<file path="config.mk">
export PLATFORM = sky130hd
export DESIGN_NAME = nport_switch
export DESIGN_NICKNAME = d
export VERILOG_FILES = /design/src/rtl/switch_pkg.sv /design/src/rtl/switch_fifo.sv /design/src/rtl/nport_switch.sv
export SDC_FILE = /design/constraint.sdc
export NUM_CORES = 1
export LEC_CHECK = 0
export ABC_CLOCK_PERIOD_IN_PS = 7200
export CAP_MARGIN = 20
export CORE_UTILIZATION = 55
export CTS_CLUSTER_SIZE = 20
export DETAILED_ROUTE_END_ITERATION = 10
export GPL_TIMING_DRIVEN = 0
export PLACE_DENSITY = 0.83
export REMOVE_ABC_BUFFERS = 1
export SYNTH_ARGS = -nofsm -noshare
export SYNTH_HDL_FRONTEND = slang
export SYNTH_HIERARCHICAL = 1
export SYNTH_SLANG_ARGS = --single-unit
</file>
<file path="constraint.sdc">
create_clock -name clk -period 7.2 [get_ports clk]
set_input_delay 1.44 -clock clk [delete_from_list [all_inputs] [get_ports clk]]
set_output_delay 1.44 -clock clk [all_outputs]
set_load 0.01 [all_outputs]
</file>
<file path="src/rtl/switch_pkg.sv">
// Shared types and helpers for the N-port switch.
// Imported by the FIFO and the switch top.
package switch_pkg;

  localparam int DROP_CNT_W  = 16;
  localparam int ITEM_ADDR_W = 8;
  localparam int ITEM_DATA_W = 16;

  typedef struct packed {
    logic [ITEM_ADDR_W-1:0] addr;
    logic [ITEM_DATA_W-1:0] data;
  } sw_item_t;

  function automatic int unsigned port_of(
    input logic [31:0] a,
    input int          addr_w,
    input int          port_w
  );
    return (a >> (addr_w - port_w)) & ((32'd1 << port_w) - 32'd1);
  endfunction

endpackage

</file>
<file path="src/rtl/switch_fifo.sv">
// Per-port egress FIFO: registered storage, no bypass.
// Extra pointer MSB separates full from empty.
module switch_fifo
  import switch_pkg::*;
#(
  parameter int DEPTH = 4,
  parameter int WIDTH = 24
) (
  input  logic             clk,
  input  logic             rstn,
  input  logic             push,
  input  logic             pop,
  input  logic [WIDTH-1:0] din,
  output logic             full,
  output logic             empty,
  output logic [WIDTH-1:0] head
);

  localparam int AW    = $clog2(DEPTH);
  localparam int PTR_W = AW + 1;

  logic [WIDTH-1:0] mem [DEPTH];
  logic [PTR_W-1:0] wr_ptr;
  logic [PTR_W-1:0] rd_ptr;
  logic             do_push;
  logic             do_pop;

  assign empty   = (wr_ptr == rd_ptr);
  assign full    = (wr_ptr[PTR_W-1] != rd_ptr[PTR_W-1]) &&
                   (wr_ptr[AW-1:0] == rd_ptr[AW-1:0]);
  assign do_push = push && !full;
  assign do_pop  = pop && !empty;
  assign head    = empty ? '0 : mem[rd_ptr[AW-1:0]];

  // pointer update; empty fifo ignores pop so push-only applies
  always_ff @(posedge clk or negedge rstn) begin
    if (!rstn) begin
      wr_ptr <= '0;
      rd_ptr <= '0;
    end else begin
      if (do_push) wr_ptr <= wr_ptr + 1'b1;
      if (do_pop)  rd_ptr <= rd_ptr + 1'b1;
    end
  end

  // storage write; contents are don't-care until pointers cover them
  always_ff @(posedge clk) begin
    if (do_push) mem[wr_ptr[AW-1:0]] <= din;
  end

endmodule

</file>
<file path="src/rtl/nport_switch.sv">
// N-port address-routed switch: top address bits pick the egress FIFO.
// Full-FIFO policy is backpressure or drop-and-count.
module nport_switch
  import switch_pkg::*;
#(
  parameter int ADDR_W       = 8,
  parameter int DATA_W       = 16,
  parameter int NUM_PORTS    = 4,
  parameter int FIFO_DEPTH   = 4,
  parameter bit DROP_ON_FULL = 1'b0
) (
  input  logic                        clk,
  input  logic                        rstn,
  input  logic                        vld,
  output logic                        rdy,
  input  logic [ADDR_W-1:0]           addr,
  input  logic [DATA_W-1:0]           data,
  output logic [NUM_PORTS-1:0]        out_vld,
  input  logic [NUM_PORTS-1:0]        out_rdy,
  output logic [NUM_PORTS*ADDR_W-1:0] out_addr,
  output logic [NUM_PORTS*DATA_W-1:0] out_data,
  output logic [DROP_CNT_W-1:0]       drop_cnt
);

  localparam int PORT_W = $clog2(NUM_PORTS);

  typedef struct packed {
    logic [ADDR_W-1:0] addr;
    logic [DATA_W-1:0] data;
  } item_t;

  item_t                 in_item;
  item_t                 heads [NUM_PORTS];
  logic [NUM_PORTS-1:0]  full;
  logic [NUM_PORTS-1:0]  empty;
  logic [NUM_PORTS-1:0]  push;
  logic [NUM_PORTS-1:0]  pop;
  logic [PORT_W-1:0]     tgt;
  logic                  tgt_full;
  logic [DROP_CNT_W-1:0] cnt;

  assign in_item  = '{addr: addr, data: data};
  assign tgt      = PORT_W'(port_of(32'(addr), ADDR_W, PORT_W));
  assign tgt_full = full[tgt];
  assign rdy      = DROP_ON_FULL ? rstn : (rstn && !tgt_full);
  assign pop      = out_rdy & ~empty;
  assign drop_cnt = cnt;

  // one-hot push towards the target fifo
  always_comb begin
    push = '0;
    if (vld && rdy && !tgt_full) push[tgt] = 1'b1;
  end

  // saturating drop counter, only live in drop mode
  always_ff @(posedge clk or negedge rstn) begin
    if (!rstn) begin
      cnt <= '0;
    end else if (DROP_ON_FULL && vld && tgt_full && cnt != '1) begin
      cnt <= cnt + 1'b1;
    end
  end

  for (genvar p = 0; p < NUM_PORTS; p++) begin : g_port
    switch_fifo #(
      .DEPTH (FIFO_DEPTH),
      .WIDTH (ADDR_W + DATA_W)
    ) u_fifo (
      .clk   (clk),
      .rstn  (rstn),
      .push  (push[p]),
      .pop   (pop[p]),
      .din   (in_item),
      .full  (full[p]),
      .empty (empty[p]),
      .head  (heads[p])
    );

    assign out_vld[p]                  = !empty[p];
    assign out_addr[p*ADDR_W +: ADDR_W] = heads[p].addr;
    assign out_data[p*DATA_W +: DATA_W] = heads[p].data;
  end

endmodule
</file>
==> impl_metrics.env <==
export IMPL_floorplan_initialDensity=0.5595
export IMPL_fin_skew_ps=12.56
export IMPL_slowest_stage="clkdlybuf4s50_1"
export IMPL_die_area_um2=31830
export IMPL_yosysWarnings=38
export IMPL_io_pins=148
export IMPL_post_cts_resized=0
export IMPL_fin_util=0.6634
export IMPL_grt_ovfl_total=0
export IMPL_leakage_nw=6.832
export IMPL_hold_ws_ps=553.5
export IMPL_grt_usage=0.2215
export IMPL_comb_power_share=0.416
export IMPL_die_h_um=178.4
export IMPL_register_area_um2=12140
export IMPL_cts_root_buffer="clkbuf_16"
export IMPL_wl_per_cell_um=24.24
export IMPL_syn_avg_cell_area_um2=20.85
export IMPL_diodes=0
export IMPL_layout_drive_gt1_share=0.1931
export IMPL_synth_cell_area_um2=17120
export IMPL_r2r_slack_ps=3560
export IMPL_power_density_nw_per_um2=421.0
export IMPL_finalMaxSlewViolations=0
export IMPL_r2r_cells=7
export IMPL_dr_wl_met3_um=2298
export IMPL_grt_pass1_wl_um=51090
export IMPL_drt_first_iter_violations=725
export IMPL_ys_ff_latch=408
export IMPL_gp_congestion=0.8076
export IMPL_switching_share=0.3200
export IMPL_clkTransAtPathRegs_ps=60
export IMPL_critPathMaxStageDelay_ps=1000
export IMPL_drcViolationCount=0
export IMPL_end_kind="primary output"
export IMPL_r2r_start="g_port[0].u_fifo/rd_ptr[1]"
export IMPL_cp_start_kind="input port"
export IMPL_hold_viol_final=0
export IMPL_critical_path_most_common_cell="clkdlybuf4s50_1"
export IMPL_clk_path_buf_depth=3
export IMPL_setup_viol=0
export IMPL_pre_cts_ws_ps=2062
export IMPL_fillers=1910
export IMPL_grt_max_degree=29
export IMPL_slew_headroom=0.3533
export IMPL_final_common_cell="edfxtp_1"
export IMPL_cap_violations=0
export IMPL_cts_setup_buffers=0
export IMPL_ir_drop_uv=349.8
export IMPL_worst_slew_pin_slew_ps=956.6
export IMPL_synthTopCellsByArea="edfxtp_1 (67%), mux4_2 (7.5%), mux4_1 (6.1%)"
export IMPL_wl_met1_um=13650
export IMPL_dr_total_vias=8318
export IMPL_first_pass_iters=5
export IMPL_antenna_found_initial=1
export IMPL_ys_seq_area_frac=0.7088
export IMPL_nets=1031
export IMPL_first_global_vias=8533
export IMPL_cts_sinks=408
export IMPL_syn_to_final_growth_pct=18.56
export IMPL_ant_nets=0
export IMPL_hpwlAfterDp_um=20770
export IMPL_status="finished, final reports clean"
export IMPL_crit_required_ps=5760
export IMPL_crit_start="addr[6]"
export IMPL_htreeDepth=2
export IMPL_path_max_fanout=21
export IMPL_cts_hold_buf=0
export IMPL_arrival_ps=3720
export IMPL_vias_per_cell=5.916
export IMPL_final_cell_mix="edfxtp_1 (384), clkdlybuf4s50_1 (131), nor2b_1 (65)"
export IMPL_setup_tns_final_ps=0
export IMPL_synth_distinct_cells=34
export IMPL_totalWireLength_um=34080
export IMPL_cts_made_buffers=40
export IMPL_crit_path_end="rdy"
export IMPL_rsz0062_at_grt="no"
export IMPL_core_area_um2=30590
export IMPL_clk_latency_ps=520
export IMPL_fp_dieW_um=178.4
export IMPL_regToRegEndpoint="g_port[0].u_fifo/mem[2][8]"
export IMPL_fmax_mhz=194.0
export IMPL_tritoncts="built"
export IMPL_multi_input_area_um2=4549
export IMPL_p_int_w=0.005809
export IMPL_final_period_utilization=0.7160
export IMPL_seq_power_share=0.350
export IMPL_highest_layer="met4"
export IMPL_synth_area_leader_cell="edfxtp_1"
export IMPL_route_met2_wl_um=17110
export IMPL_syn_inst=821
export IMPL_cp_cell_sequence="clkdlybuf4s50_1 -> mux4_2 -> nor2b_1 -> clkdlybuf4s50_1"
export IMPL_io_buffers=131
export IMPL_rows=64
export IMPL_switching_power_w=0.002734
export IMPL_clock_power_share=0.234
export IMPL_period_needed_ps=5155
export IMPL_yosys_area_top_type_share=0.6737
export IMPL_hold_path_class="flip-flop to flip-flop"
export IMPL_criticalPathCategory="input port to primary output"
export IMPL_setup_ws_ps=2045
==> power groups by stage <==
stage                     registers (W)  clock network (W)  logic (W)
after floorplan                 0.00304                  0    0.00182
after global placement          0.00315                  0    0.00318
after detailed placement        0.00305                  0    0.00355
after CTS                       0.00300            0.00202    0.00359
after global routing            0.00303            0.00212    0.00379
final                           0.00299            0.00200    0.00355
==> cells in the mapped netlist <==
library cell  number
a211oi_1           8
a21oi_1           16
a31oi_2            4
and3_1             4
and3_2             8
buf_2              4
buf_4             16
buf_6             16
buf_8              4
clkbuf_1           4
clkbuf_8           4
conb_1             1
dfrtp_1           24
edfxtp_1         384
ha_1              20
inv_1             20
mux4_1            40
mux4_2            57
nand2_1            5
nand2b_1           8
nand3_1            5
nor2b_1           65
nor2b_2           12
nor2b_4           24
nor3_1             1
nor3_4             4
nor3b_1            1
nor4_1             1
nor4b_1            1
o311ai_1           4
o31ai_1           16
xnor2_1           24
xor2_1             8
xor2_2             8
==> cells by family (layout without fill, tap and decap cells) <==
group	count (synthesis)	count (layout)	share of synthesized area
compound gates	48	48	0.02018
flops	408	408	0.7088
other cells	1	16	0.0002191
buf+inv	68	242	0.03070
simple gates	139	139	0.06506
mux	97	97	0.1364
fa+ha+maj	20	20	0.01462
xor+xnor	40	40	0.02398
==> per-layer routing <==
layer  vias to the layer above  global-route usage
li1                       3594                   -
met1                      4289              0.3030
met2                       364              0.3705
met3                        71             0.02920
met4                         0             0.07415
met5                         -                   0
==> worst min path at each step <==
stage,start,endpoint,slack (ps),cells after the start
6_report,g_port[1].u_fifo/wr_ptr[2],g_port[1].u_fifo/wr_ptr[2],550,1
3_5_place_dp,g_port[1].u_fifo/wr_ptr[2],g_port[1].u_fifo/wr_ptr[2],550,1
5_1_grt,g_port[1].u_fifo/wr_ptr[2],g_port[1].u_fifo/wr_ptr[2],570,1
4_1_cts,g_port[1].u_fifo/wr_ptr[2],g_port[1].u_fifo/wr_ptr[2],560,1
2_1_floorplan,g_port[0].u_fifo/wr_ptr[2],g_port[0].u_fifo/wr_ptr[2],530,1
3_3_place_gp,g_port[2].u_fifo/wr_ptr[2],g_port[2].u_fifo/wr_ptr[2],540,1
==> critical path, delay by kind of cell <==
kind	cells	cell delay, ps
AND/OR/NAND/NOR	1	120
buffers and inverters	2	1540
multiplexers	1	610
==> per-stage QoR <==
step	cells	power [W]	area, µm²
after detailed placement	1334	0.006596	19040
after global placement	1315	0.006327	18530
after global routing	1406	0.008929	20290
after floorplan	788	0.004859	16720
after CTS	1406	0.008616	20290
final	1406	0.008543	20290
==> area by class of cell <==
cell class                      instances  share of cell area
Inverter                               20            0.003700
Timing Repair Buffer                  150             0.08793
Tap cell                              396             0.02442
Sequential cell                       408              0.5981
Multi-Input combinational cell        360              0.2242
Clock inverter                         22            0.008941
Clock buffer                           50             0.05272
==> registers in the layout, summed over array words and instances (netlist names) <==
name,cells
g_port.u_fifo/wr_ptr,12
g_port.u_fifo/rd_ptr,12
g_port.u_fifo/mem,384
(Power assumes the default switching activity.)
